==> config.mk <==
export PLATFORM = sky130hd
export DESIGN_NAME = imgproc_msg_reader
export DESIGN_NICKNAME = d
export VERILOG_FILES = /design/src/rtl/imgproc_msg_reader.sv
export SDC_FILE = /design/constraint.sdc
export NUM_CORES = 2
export LEC_CHECK = 0
export CAP_MARGIN = 20
export CORE_MARGIN = 2
export CORE_UTILIZATION = 45
export DETAILED_ROUTE_END_ITERATION = 7
export PLACE_DENSITY = 0.77
export RECOVER_POWER = 50
export SETUP_SLACK_MARGIN = 0.15
export SLEW_MARGIN = 10
export SYNTH_ARGS = -nofsm -noshare
export SYNTH_HDL_FRONTEND = slang
export SYNTH_SLANG_ARGS = --single-unit
==> constraint.sdc <==
create_clock -name clk_i -period 4.15 [get_ports clk_i]
set_clock_uncertainty 0.1 [all_clocks]
set_input_delay 0.415 -clock clk_i [delete_from_list [all_inputs] [get_ports clk_i]]
set_output_delay 0.415 -clock clk_i [all_outputs]
set_load 0.02 [all_outputs]
==> src/rtl/imgproc_msg_reader.sv <==
// Avalon-MM master that drains the image-processor message FIFO and decodes 23-word frame reports.
// Define IMGPROC_MSG_READER_ID_CHECK_EN to verify the slave identity register before polling.
module imgproc_msg_reader #(
    parameter int POLL_INTERVAL = 64,
    parameter int ERR_W         = 8
) (
    input  logic             clk_i,
    input  logic             reset_n_i,
    input  logic             enable_i,
    output logic             m_read_o,
    output logic [2:0]       m_address_o,
    input  logic [31:0]      m_readdata_i,
    output logic [65:0]      colour_min_o,
    output logic [65:0]      colour_max_o,
    output logic [5:0]       colour_seen_o,
    output logic [329:0]     edge_list_o,
    output logic             frame_valid_o,
    output logic [15:0]      frame_count_o,
    output logic [ERR_W-1:0] sync_err_count_o,
    output logic             id_ok_o
);

    localparam int          NCOL   = 6;
    localparam int          NEDGE  = 30;
    localparam int          WAIT_W = $clog2(POLL_INTERVAL + 1);
    localparam logic [31:0] HDR    = 32'hAAAA_AAAA;
    localparam logic [31:0] TRL    = 32'hBBBB_BBBB;

`ifdef IMGPROC_MSG_READER_ID_CHECK_EN
    localparam logic [31:0] ID_VAL = 32'h1234_EEE2;
    typedef enum logic [2:0] {
        ID_RD, ID_CAP, POLL_RD, POLL_CAP, WAIT, POP_RD, POP_CAP
    } state_t;
    localparam state_t ENTRY = ID_RD;
`else
    typedef enum logic [2:0] {
        POLL_RD, POLL_CAP, WAIT, POP_RD, POP_CAP
    } state_t;
    localparam state_t ENTRY = POLL_RD;
`endif

    state_t                    state_q, state_d;
    logic                      run_q;
    logic [WAIT_W-1:0]         wait_q, wait_d;
    logic [7:0]                remain_q, remain_d;
    logic [4:0]                idx_q, idx_d;
    logic [NCOL-1:0][10:0]     min_sh_q, min_sh_d;
    logic [NCOL-1:0][10:0]     max_sh_q, max_sh_d;
    logic [NEDGE-1:0][10:0]    edge_sh_q, edge_sh_d;
    logic [NCOL-1:0][10:0]     colour_min_q, colour_max_q;
    logic [NEDGE-1:0][10:0]    edge_list_q;
    logic [NCOL-1:0]           seen_q, seen_d;
    logic                      frame_valid_q;
    logic [15:0]               frame_count_q;
    logic [ERR_W-1:0]          err_q;
    logic                      commit, err_inc, go, rd;
    logic [2:0]                addr;
    logic [2:0]                col;
    logic [3:0]                pair;
    logic [31:0]               word;

    // run_q keeps the bus quiet on the first cycle out of reset.
    assign go   = enable_i & run_q;
    assign word = m_readdata_i;

    always_comb begin
        state_d  = state_q;
        wait_d   = wait_q;
        remain_d = remain_q;
        rd       = 1'b0;
        addr     = 3'd0;
        unique case (state_q)
`ifdef IMGPROC_MSG_READER_ID_CHECK_EN
            ID_RD: begin
                if (go) begin
                    rd      = 1'b1;
                    addr    = 3'd2;
                    state_d = ID_CAP;
                end
            end
            ID_CAP: begin
                if (word == ID_VAL) begin
                    state_d = POLL_RD;
                end else begin
                    state_d = WAIT;
                    wait_d  = WAIT_W'(POLL_INTERVAL - 1);
                end
            end
`endif
            POLL_RD: begin
                if (go) begin
                    rd      = 1'b1;
                    state_d = POLL_CAP;
                end
            end
            POLL_CAP: begin
                if (word[15:8] == 8'd0) begin
                    state_d = WAIT;
                    wait_d  = WAIT_W'(POLL_INTERVAL - 1);
                end else begin
                    remain_d = word[15:8];
                    state_d  = POP_RD;
                end
            end
            WAIT: begin
                if (wait_q == '0) begin
`ifdef IMGPROC_MSG_READER_ID_CHECK_EN
                    state_d = id_ok_o ? POLL_RD : ID_RD;
`else
                    state_d = POLL_RD;
`endif
                end else begin
                    wait_d = wait_q - 1'b1;
                end
            end
            POP_RD: begin
                if (go) begin
                    rd      = 1'b1;
                    addr    = 3'd1;
                    state_d = POP_CAP;
                end
            end
            POP_CAP: begin
                remain_d = remain_q - 8'd1;
                state_d  = (remain_q == 8'd1) ? POLL_RD : POP_RD;
            end
            default: state_d = ENTRY;
        endcase
    end

    assign m_read_o    = rd;
    assign m_address_o = addr;

    // Frame parser: shadow fields fill as words arrive and are copied out only on a complete frame.
    always_comb begin
        idx_d     = idx_q;
        min_sh_d  = min_sh_q;
        max_sh_d  = max_sh_q;
        edge_sh_d = edge_sh_q;
        commit    = 1'b0;
        err_inc   = 1'b0;
        seen_d    = '0;
        col       = 3'(idx_q - 5'd1);
        pair      = 4'(idx_q - 5'd8);
        if (state_q == POP_CAP) begin
            if (word == HDR) begin
                err_inc = (idx_q != 5'd0);
                idx_d   = 5'd1;
            end else if (idx_q != 5'd0) begin
                if (idx_q <= 5'd6) begin
                    min_sh_d[col] = word[26:16];
                    max_sh_d[col] = word[10:0];
                    idx_d         = idx_q + 5'd1;
                end else if (idx_q == 5'd7) begin
                    if (word == TRL) begin
                        idx_d = 5'd8;
                    end else begin
                        err_inc = 1'b1;
                        idx_d   = 5'd0;
                    end
                end else begin
                    edge_sh_d[{pair, 1'b0}] = word[26:16];
                    edge_sh_d[{pair, 1'b1}] = word[10:0];
                    if (idx_q == 5'd22) begin
                        commit = 1'b1;
                        idx_d  = 5'd0;
                    end else begin
                        idx_d = idx_q + 5'd1;
                    end
                end
            end
        end
        for (int i = 0; i < NCOL; i++) seen_d[i] = (min_sh_d[i] <= max_sh_d[i]);
    end

    always_ff @(posedge clk_i) begin
        if (!reset_n_i) begin
            state_q       <= ENTRY;
            run_q         <= 1'b0;
            wait_q        <= '0;
            remain_q      <= '0;
            idx_q         <= '0;
            min_sh_q      <= '0;
            max_sh_q      <= '0;
            edge_sh_q     <= '0;
            colour_min_q  <= '0;
            colour_max_q  <= '0;
            edge_list_q   <= '0;
            seen_q        <= '0;
            frame_valid_q <= 1'b0;
            frame_count_q <= '0;
            err_q         <= '0;
        end else begin
            state_q       <= state_d;
            run_q         <= 1'b1;
            wait_q        <= wait_d;
            remain_q      <= remain_d;
            idx_q         <= idx_d;
            min_sh_q      <= min_sh_d;
            max_sh_q      <= max_sh_d;
            edge_sh_q     <= edge_sh_d;
            frame_valid_q <= commit;
            if (commit) begin
                colour_min_q  <= min_sh_d;
                colour_max_q  <= max_sh_d;
                edge_list_q   <= edge_sh_d;
                seen_q        <= seen_d;
                frame_count_q <= frame_count_q + 16'd1;
            end
            if (err_inc && (err_q != '1)) err_q <= err_q + 1'b1;
        end
    end

`ifdef IMGPROC_MSG_READER_ID_CHECK_EN
    logic id_ok_q;
    always_ff @(posedge clk_i) begin
        if (!reset_n_i) begin
            id_ok_q <= 1'b0;
        end else if (state_q == ID_CAP && word == ID_VAL) begin
            id_ok_q <= 1'b1;
        end
    end
    assign id_ok_o = id_ok_q;
`else
    assign id_ok_o = 1'b1;
`endif

    assign colour_min_o     = colour_min_q;
    assign colour_max_o     = colour_max_q;
    assign colour_seen_o    = seen_q;
    assign edge_list_o      = edge_list_q;
    assign frame_valid_o    = frame_valid_q;
    assign frame_count_o    = frame_count_q;
    assign sync_err_count_o = err_q;

endmodule

Yosys cells after proc, flatten, opt, wreduce, memory -nomap -nowiden --
Index checks and enable logic that the tools add are counted.
Operators by class: add/sub/neg operators 7, magnitude comparators 13, equality and inequality tests 16, mux-type cells 57, bitwise logic cells 1, reduce and logical (&&, ||, !) cells 16
Operators by type and width (count):
- 330-bit 2-to-1 mux | 5
- 330-bit bitwise mux | 2
- 66-bit 2-to-1 mux | 8
- 66-bit bitwise mux | 2
- 11-bit demux with 4-bit select | 2
- 11-bit <= comparator | 6
- 32-bit equality test, second input constant | 2
- 11-bit demux with 3-bit select | 1
- 11-bit 2-to-1 mux | 3
- 5-bit 2-to-1 mux | 5
- 1-bit 2-to-1 mux | 18
- 16-bit by 1-bit adder with 16-bit output, second input constant | 1
- 8-bit case mux with 2 select lines | 1
- 3-bit case mux with 5 select lines | 1
- 7-bit 2-to-1 mux | 2
- 7-bit case mux with 2 select lines | 1
- 5-bit by 6-bit less-than comparator with 1-bit output, second input constant | 2
- 2-bit inequality test, second input constant | 6
- 5-bit by 1-bit >= comparator with 1-bit output, second input constant | 2
- 3-bit 2-to-1 mux | 3
- 8-bit by 1-bit adder with 8-bit output, second input constant | 1
- 8-bit by 1-bit equality test with 1-bit output, second input constant | 1
- 8-bit zero test | 1
- 8-bit 2-to-1 mux | 1
- other kinds (25) | 33
Storage, ports and cells: bits in registers 979, bits of input ports 35, output and inout port bits 498, word-level logic and storage cells 203

Logic depth before layout (Yosys ltp) --
depth after elaboration 12, depth in mapped cells 18, gate-level depth less buffers 15

Worst setup path before layout --
OpenSTA, ideal clock, no wires.
kind flip-flop to flip-flop, start point register idx_q[0], end point register seen_q[4] (netlist: colour_seen_o[4]), setup time 74 ps, arrival 3743 ps, required time 3976 ps, slack 233 ps, cell stages (with the launch flop) 14, path buffers 3, cells stage by stage dfxtp_1 clkbuf_1 inv_1 ha_1 a31o_1 buf_2 nor4_4 buf_4 mux2_2 ha_1 a2111oi_0 o21ai_0 a221o_1 a31oi_1
RTL lines:
- from (decl) | RTL line 46 | logic [4:0] idx_q, idx_d;
- from (signal assigned) | RTL line 198 | idx_q <= idx_d;
- to (signal assigned) | RTL line 207 | seen_q <= seen_d;
- to (decl) | RTL line 52 | logic [NCOL-1:0] seen_q, seen_d;

Worst setup path in the final report --
start point input port m_readdata_i[28], end point register edge_list_q (netlist bit edge_list_o[179])
Between the ends: longest elaborated chain between the ends 3, elaborated cells between the ends (all ways) 5, classes of those cells 1 x eq/ne; 4 x mux
RTL lines:
- from (decl) | RTL line 12 | input logic [31:0] m_readdata_i,
- 32-bit equality test (*) | RTL line 146 | if (word == HDR) begin
- 330-bit 2-to-1 mux or 1-bit 2-to-1 mux (tied branches) | RTL line 146
- 330-bit 2-to-1 mux or 1-bit 2-to-1 mux (tied branches) | RTL line 145 | if (state_q == POP_CAP) begin
- to (signal assigned) | RTL line 206 | edge_list_q <= edge_sh_d;
- to (decl) | RTL line 51 | logic [NEDGE-1:0][10:0] edge_list_q;
Every way passes the cells marked *; elsewhere a longest branch is shown, timed or not. A chain may end at the register's enable or synchronous reset.

==> flow_summary.json <==
{
  "dp_hpwl_um": 71300,
  "grt_pass1_vias": 27700,
  "rows": 102,
  "yosysWarnings": 0,
  "grt_setup_unrepaired": "no",
  "drt-wirelength-per-cell_um": 21.8,
  "required_ns": 4.57,
  "final_hold_viol_count": 0,
  "tightest_slew_ns": 2.62,
  "cap_viol_max_count": 1,
  "grtUsageTotal_pct": 27.3,
  "yosysMostFrequentCell": "dfxtp_1",
  "hold_end": "frame_count_o[3]",
  "die_w_um": 284,
  "yosys-top-cells-area": "dfxtp_1 54%, mux2i_1 8.5%, a21oi_1 8.1%",
  "holdPathStages": 3,
  "period_share_pct": 92.7,
  "worst_setup_path_start_kind": "input pin",
  "synth-main-ff-cell": "dfxtp_1",
  "final_nets": 4288,
  "drive_above_1_share_pct": 7.53,
  "ctsLongestPathBuffers": 3,
  "crit-reg2reg-launch": "state_q[2]",
  "synth_edf_count": 0,
  "clockRootBuffer": "clkbuf_16",
  "vias_per_cell": 5.54,
  "setup_tns_ns": 0,
  "arrival_ns": 4.27,
  "clkSinkCount": 957,
  "path_max_fanout": 20,
  "syn_area_per_cell_sq_um": 9.39,
  "synth_cell_types": 64,
  "crit_type": "input pin to flip-flop",
  "start_util_pct": 45.5,
  "fmax_mhz": 260,
  "fillCellCount": 6747,
  "ant_nets": 0,
  "violations": "max-capacitance violations, max-slew violations",
  "synth_top_cells_by_count": "957 x dfxtp_1, 568 x a21oi_1, 469 x o21ai_0, 396 x nor2_1, 299 x mux2i_1",
  "yosys.area.top_type_share_pct": 54.3,
  "die_area_sq_um": 80700,
  "dpl_cell_area_sq_um": 41600,
  "regToRegSetupSlack_ns": 0.38,
  "tritoncts": "done",
  "syn-instance-count": 3760,
  "hold_buffers": 0,
  "gp_congestion": 0.915,
  "port_buffers": 529,
  "hp-class": "input pin to flip-flop",
  "postLayoutCellArea_sq_um": 44400,
  "leakagePower_nw": 20.3,
  "dpl.cell_count": 5118,
  "slew_headroom_pct": -74.8,
  "ir_worst_vdd_v": 0.000285,
  "rr_worst_depth": 13,
  "clk_pin_slew_worst_paths_ns": 0.06,
  "dieHeight_um": 284,
  "slew_viol_final": 256,
  "numCtsBuffers": 96,
  "syn-cell-area_sq_um": 35300,
  "syn_to_final_growth_pct": 25.9,
  "rr_endpoint": "colour_seen_o[2]",
  "period_needed_ns": 3.85,
  "status": "finished with violations",
  "power_density_nw_per_um2": 414,
  "synth_area_leader_cell": "dfxtp_1",
  "synth-seq-cells": 957,
  "drc_errors": 0,
  "wl_um": 115000,
  "layout.cells.non_filler": 5293,
  "htreeDepth": 3,
  "antenna_found_initial": 1,
  "grt-ovfl-total": 0,
  "hold_start": "reset_n_i",
  "io_pins": 533,
  "clock_latency_ns": 0.64,
  "coreArea_sq_um": 77600,
  "first_iter_violations": 2926,
  "grt_max_degree": 256,
  "setup_viol_count_final": 0,
  "cp-end-kind": "flip-flop",
  "vias": 29300,
  "async_flop_share_pct": 0,
  "grt_pass1_wl_um": 170000,
  "dr.pass1.iters": 8,
  "ys_seq_area_share_pct": 54.3
}
-- cell families after synthesis --
family | count (synthesis) | synth area share [%]
DFF | 957 | 54.3
buffers and inverters | 361 | 4.22
other | 2 | 0.0213
and+or+nand+nor | 873 | 11.1
xor gates and xnor gates | 8 | 0.199
muxes | 345 | 10.5
AOI/OAI and AO/OA | 1137 | 16.9
adders and majority gates | 77 | 2.73
-- power breakdown --
group | leakage [nW] | switching, mW | total (mW) | internal (mW)
registers | 7.70 | 0.00557 | 9.20 | 9.19
clock network | 1.57 | 3.73 | 8.74 | 5.01
logic | 11.1 | 0.382 | 0.460 | 0.0778
-- final cells by class --
cell class / instances / area, sq um / share of cell area [%]
multi-input cells: 2443 / 14500 / 32.5
well taps: 1040 / 1300 / 2.93
flip-flops and latches: 957 / 19200 / 43.1
clock inverters: 38 / 455 / 1.02
repair buffers: 651 / 6210 / 14.0
inverters: 27 / 109 / 0.245
clock buffers: 136 / 2740 / 6.17
diodes: 1 / 2.50 / 0.00563
-- metal layers --
layer  routed length, um  global-route usage, %  part of all wire (%)  vias to the layer above
li1                    -                      -                     -                    13900
met1               48000                   34.8                    42                    14000
met2               53500                   44.3                    46                     1139
met3                8270                   5.44                   7.2                      278
met4                5450                   12.8                   4.7                        0
met5                   0                      0                     0                        -
-- per-stage QoR --
stage	utilization (%)	total power [mW]	hold slack, ns	setup WS (ns)
after floorplan	-	9.61	0.338	0.233
after global placement	53.6	9.85	0.344	0.294
after detailed placement	53.6	9.85	0.346	0.256
after CTS	57.7	18.5	0.132	0.368
after global routing	57.3	18.9	0.167	0.138
final	57.3	18.4	0.143	0.304
-- sequential cells by signal (all words and copies together), names as in the netlist, 3 cells and up --
signal,flops
wait_q,7
min_sh_q,66
edge_list_o,330
max_sh_q,66
sync_err_count_o,8
colour_min_o,66
edge_sh_q,308
colour_max_o,66
idx_q,5
state_q,3
frame_count_o,16
colour_seen_o,6
remain_q,8
-- what timing repair did --
action,4_1_cts,5_1_grt
gates resized for setup,0,2
buffers inserted,0,0
endpoints found under the hold margin,0,0
endpoints found under the setup margin,0,2
-- worst max-delay path by stage --
stage                                 from                to  slack [ns]  depth (start not counted)
after floorplan                   idx_q[0]  colour_seen_o[4]        0.23                         13
after global placement    m_readdata_i[12]  colour_seen_o[4]        0.29                         12
after detailed placement  m_readdata_i[28]  colour_seen_o[0]        0.26                         14
after CTS                         idx_q[0]  colour_seen_o[5]        0.37                         14
after global routing             reset_n_i  colour_max_o[22]        0.14                          4
final                     m_readdata_i[28]  edge_list_o[179]        0.30                          8
-- critical path: stages --
cell and delay (ns):
dlygate4sd3_1 0.62, nor4_1 0.29, and3_1 0.21, clkbuf_1 0.18, nand3_1 0.95, nand3_1 1.10
mux2i_1 0.37, a21oi_1 0.11
-- placed cells by master (no fill, tap or decap), types with 7 or more instances in the layout --
cell,netlist,layout
clkbuf_8,0,19
buf_2,65,22
clkbuf_2,0,7
dfxtp_1,957,957
nand4_1,32,35
clkbuf_1,247,45
dlygate4sd3_1,0,494
inv_1,26,26
clkinv_2,0,20
o21ai_0,469,469
ha_1,77,77
nand2_1,260,260
nor4_1,6,8
nand3_1,36,33
and4_1,7,7
a32oi_1,13,13
clkbuf_16,0,96
buf_4,6,70
and2_1,35,30
clkdlybuf4s50_1,0,12
nor3_1,30,29
nor2_1,396,396
mux2_2,25,24
a21oi_1,568,568
buf_12,0,17
or3_1,18,18
a211oi_1,19,19
a31oi_1,16,17
mux2i_1,299,313
and3_1,12,12
a21o_1,13,13
a22oi_1,12,12
No activity file was read; power rests on OpenSTA's default activity.
==> edit (config.mk and constraints unchanged) <==
Change the parameter `POLL_INTERVAL` from 64 to 32.
--- a/src/rtl/imgproc_msg_reader.sv
+++ b/src/rtl/imgproc_msg_reader.sv
@@ -2,5 +2,5 @@
 // Define IMGPROC_MSG_READER_ID_CHECK_EN to verify the slave identity register before polling.
 module imgproc_msg_reader #(
-    parameter int POLL_INTERVAL = 64,
+    parameter int POLL_INTERVAL = 32,
     parameter int ERR_W         = 8
 ) (
Behaviour: same outputs for any inputs over 4 cycles, from zero or initial values and one cycle with reset_n_i low; that may be too few to reach the edited logic, so the function may still have changed.
==> edit against the original RTL <==
  * The flow still finishes with violations (capacitance limit, slew limit)
  * Synthesized area increased by 2.5%
  * Non-clock buffer count increased by 62
  * Via count increased by 14%
  * Total power increased by 2.6%
  * Wire length increased by 10%
  * Sequential cell count decreased by 1
  * Worst setup slack improved by 0.092 ns
  * Sequential share of layout area decreased by 1.7 points
  * Global-route usage increased by 2.1 points
  * Final area increased by 4.1%
  * Critical endpoint is now max_sh_q[24]$_SDFF_PN0_
==> edit: results <==
{
  "status": "complete, but fails checks",
  "violations": "capacitance limit, slew limit",
  "slew_violations": 370,
  "clk_latency_ns": 0.65,
  "first_iter_violations": 3530,
  "drive_gt1_share_pct": 9.07,
  "seq_area_frac_synth_pct": 52.9,
  "io_buffers": 529,
  "max_cap_viol_count": 2,
  "cp_max_fo": 174,
  "reg2reg_slack_ns": 0.40,
  "gp_congestion": 0.883,
  "largest_reg_flops": 330,
  "antenna_found_initial": 2,
  "grtUsageTotal_pct": 29.3,
  "dominantRegCellSynth": "dfxtp_1",
  "grt_pass1_vias": 30600,
  "ys_warn_count": 0,
  "nFillCells": 6859,
  "netlist-cell-type-count": 87,
  "grt_max_degree": 232,
  "holdWs_ns": 0.117,
  "root_buffer": "clkbuf_16",
  "dpl.hpwl_mm": 78.4,
  "avgRoutedWirePerCell_um": 22.1,
  "ant_nets": 0,
  "grt_pass1_wl_mm": 187,
  "p_leak_nw": 18.7,
  "clockBufferDepth": 3,
  "hold_class": "input port to flop",
  "slew_headroom_pct": -129,
  "route.vias.total": 33500,
  "cp.arrival_ns": 4.12,
  "cts_made_buffers": 95,
  "synth_area_leaders": "dfxtp_1 53%, a21oi_1 8.4%, o21ai_0 7.2%",
  "clk_pin_slew_worst_paths_ns": 0.06,
  "ir_drop_mv": 0.341,
  "async_flop_share_pct": 0,
  "htree_levels": 3,
  "fin_nets": 4714,
  "crit_slowest_cell": "inv_2",
  "dr.pass1.iters": 6,
  "cpPeakStageDelay_ns": 2.41,
  "synth_common_cells": "956 x dfxtp_1, 605 x a21oi_1, 547 x nand2_1, 521 x o21ai_0, 362 x nand3_1"
}
-- edit: through the flow --
stage	worst slack, ns	setup TNS [ns]	area [um^2]	util (%)	instances
floorplan	0.622	0	36200	-	4188
global placement	0.0288	0	42900	54.2	5554
detailed placement	-0.0734	-0.0734	42900	54.2	5554
CTS	0.216	0	46300	58.4	5726
global route	0.147	0	46200	58.3	5727
finish	0.396	0	46200	58.3	5729
-- edit: final timing paths --
kind,start,end,cells after the start
worst min register to register,edge_sh_q[139]$_SDFF_PN0_,edge_list_o[139]$_SDFFE_PN0P_,2
worst max-delay path,reset_n_i,max_sh_q[24]$_SDFF_PN0_,4
worst min-delay path,reset_n_i,frame_count_o[15]$_SDFFE_PN0P_,3
worst max register to register,state_q[2]$_SDFFE_PN0P_,colour_seen_o[3]$_SDFFE_PN0P_,12
-- edit: layer usage --
metal	share of wire (%)	vias to the layer above	track usage, %
met2	45	1611	46.2
met1	41	16000	39.6
li1	-	15600	-
met5	0.0063	-	0
met4	4.6	2	12.6
met3	9.2	305	4.92
-- edit: worst max-delay path: cells and delay by family --
kind | cells | cell delay [ns]
buffers and inverters | 3 | 3.38
AOI/OAI and AO/OA | 1 | 0.09
-- edit: cell families after synthesis --
family | Yosys count | synth area share [%]
and+or+nand+nor | 1261 | 16.0
DFF | 956 | 52.9
xor gates and xnor gates | 8 | 0.194
buffers and inverters | 417 | 4.73
muxes | 74 | 2.18
AOI/OAI and AO/OA | 1392 | 21.3
other | 2 | 0.0208
adders and majority gates | 77 | 2.66
-- edit: timing repair --
| action | in CTS | in global routing |
|---|---|---|
| hold buffers | 0 | 0 |
| endpoints found under the setup margin | 0 | 3 |
| setup buffers | 0 | 1 |
| resized for setup | 0 | 3 |
-- edit: area by class of cell --
| class | instances | share of cell area (%) |
|---|---|---|
| Antenna cell | 2 | 0.0108 |
| Clock buffer | 134 | 6.06 |
| Clock inverter | 38 | 1.23 |
| Inverter | 21 | 0.170 |
| Multi-Input combinational cell | 2815 | 33.4 |
| Sequential cell | 956 | 41.4 |
| Tap cell | 1050 | 2.84 |
| Timing Repair Buffer | 713 | 14.9 |
-- edit: power breakdown --
| group | internal, mW | leakage (nW) | switching, mW |
|---|---|---|---|
| logic | 0.0885 | 9.33 | 0.418 |
| clock network | 5.38 | 1.65 | 3.79 |
| registers | 9.18 | 7.70 | 0.0106 |
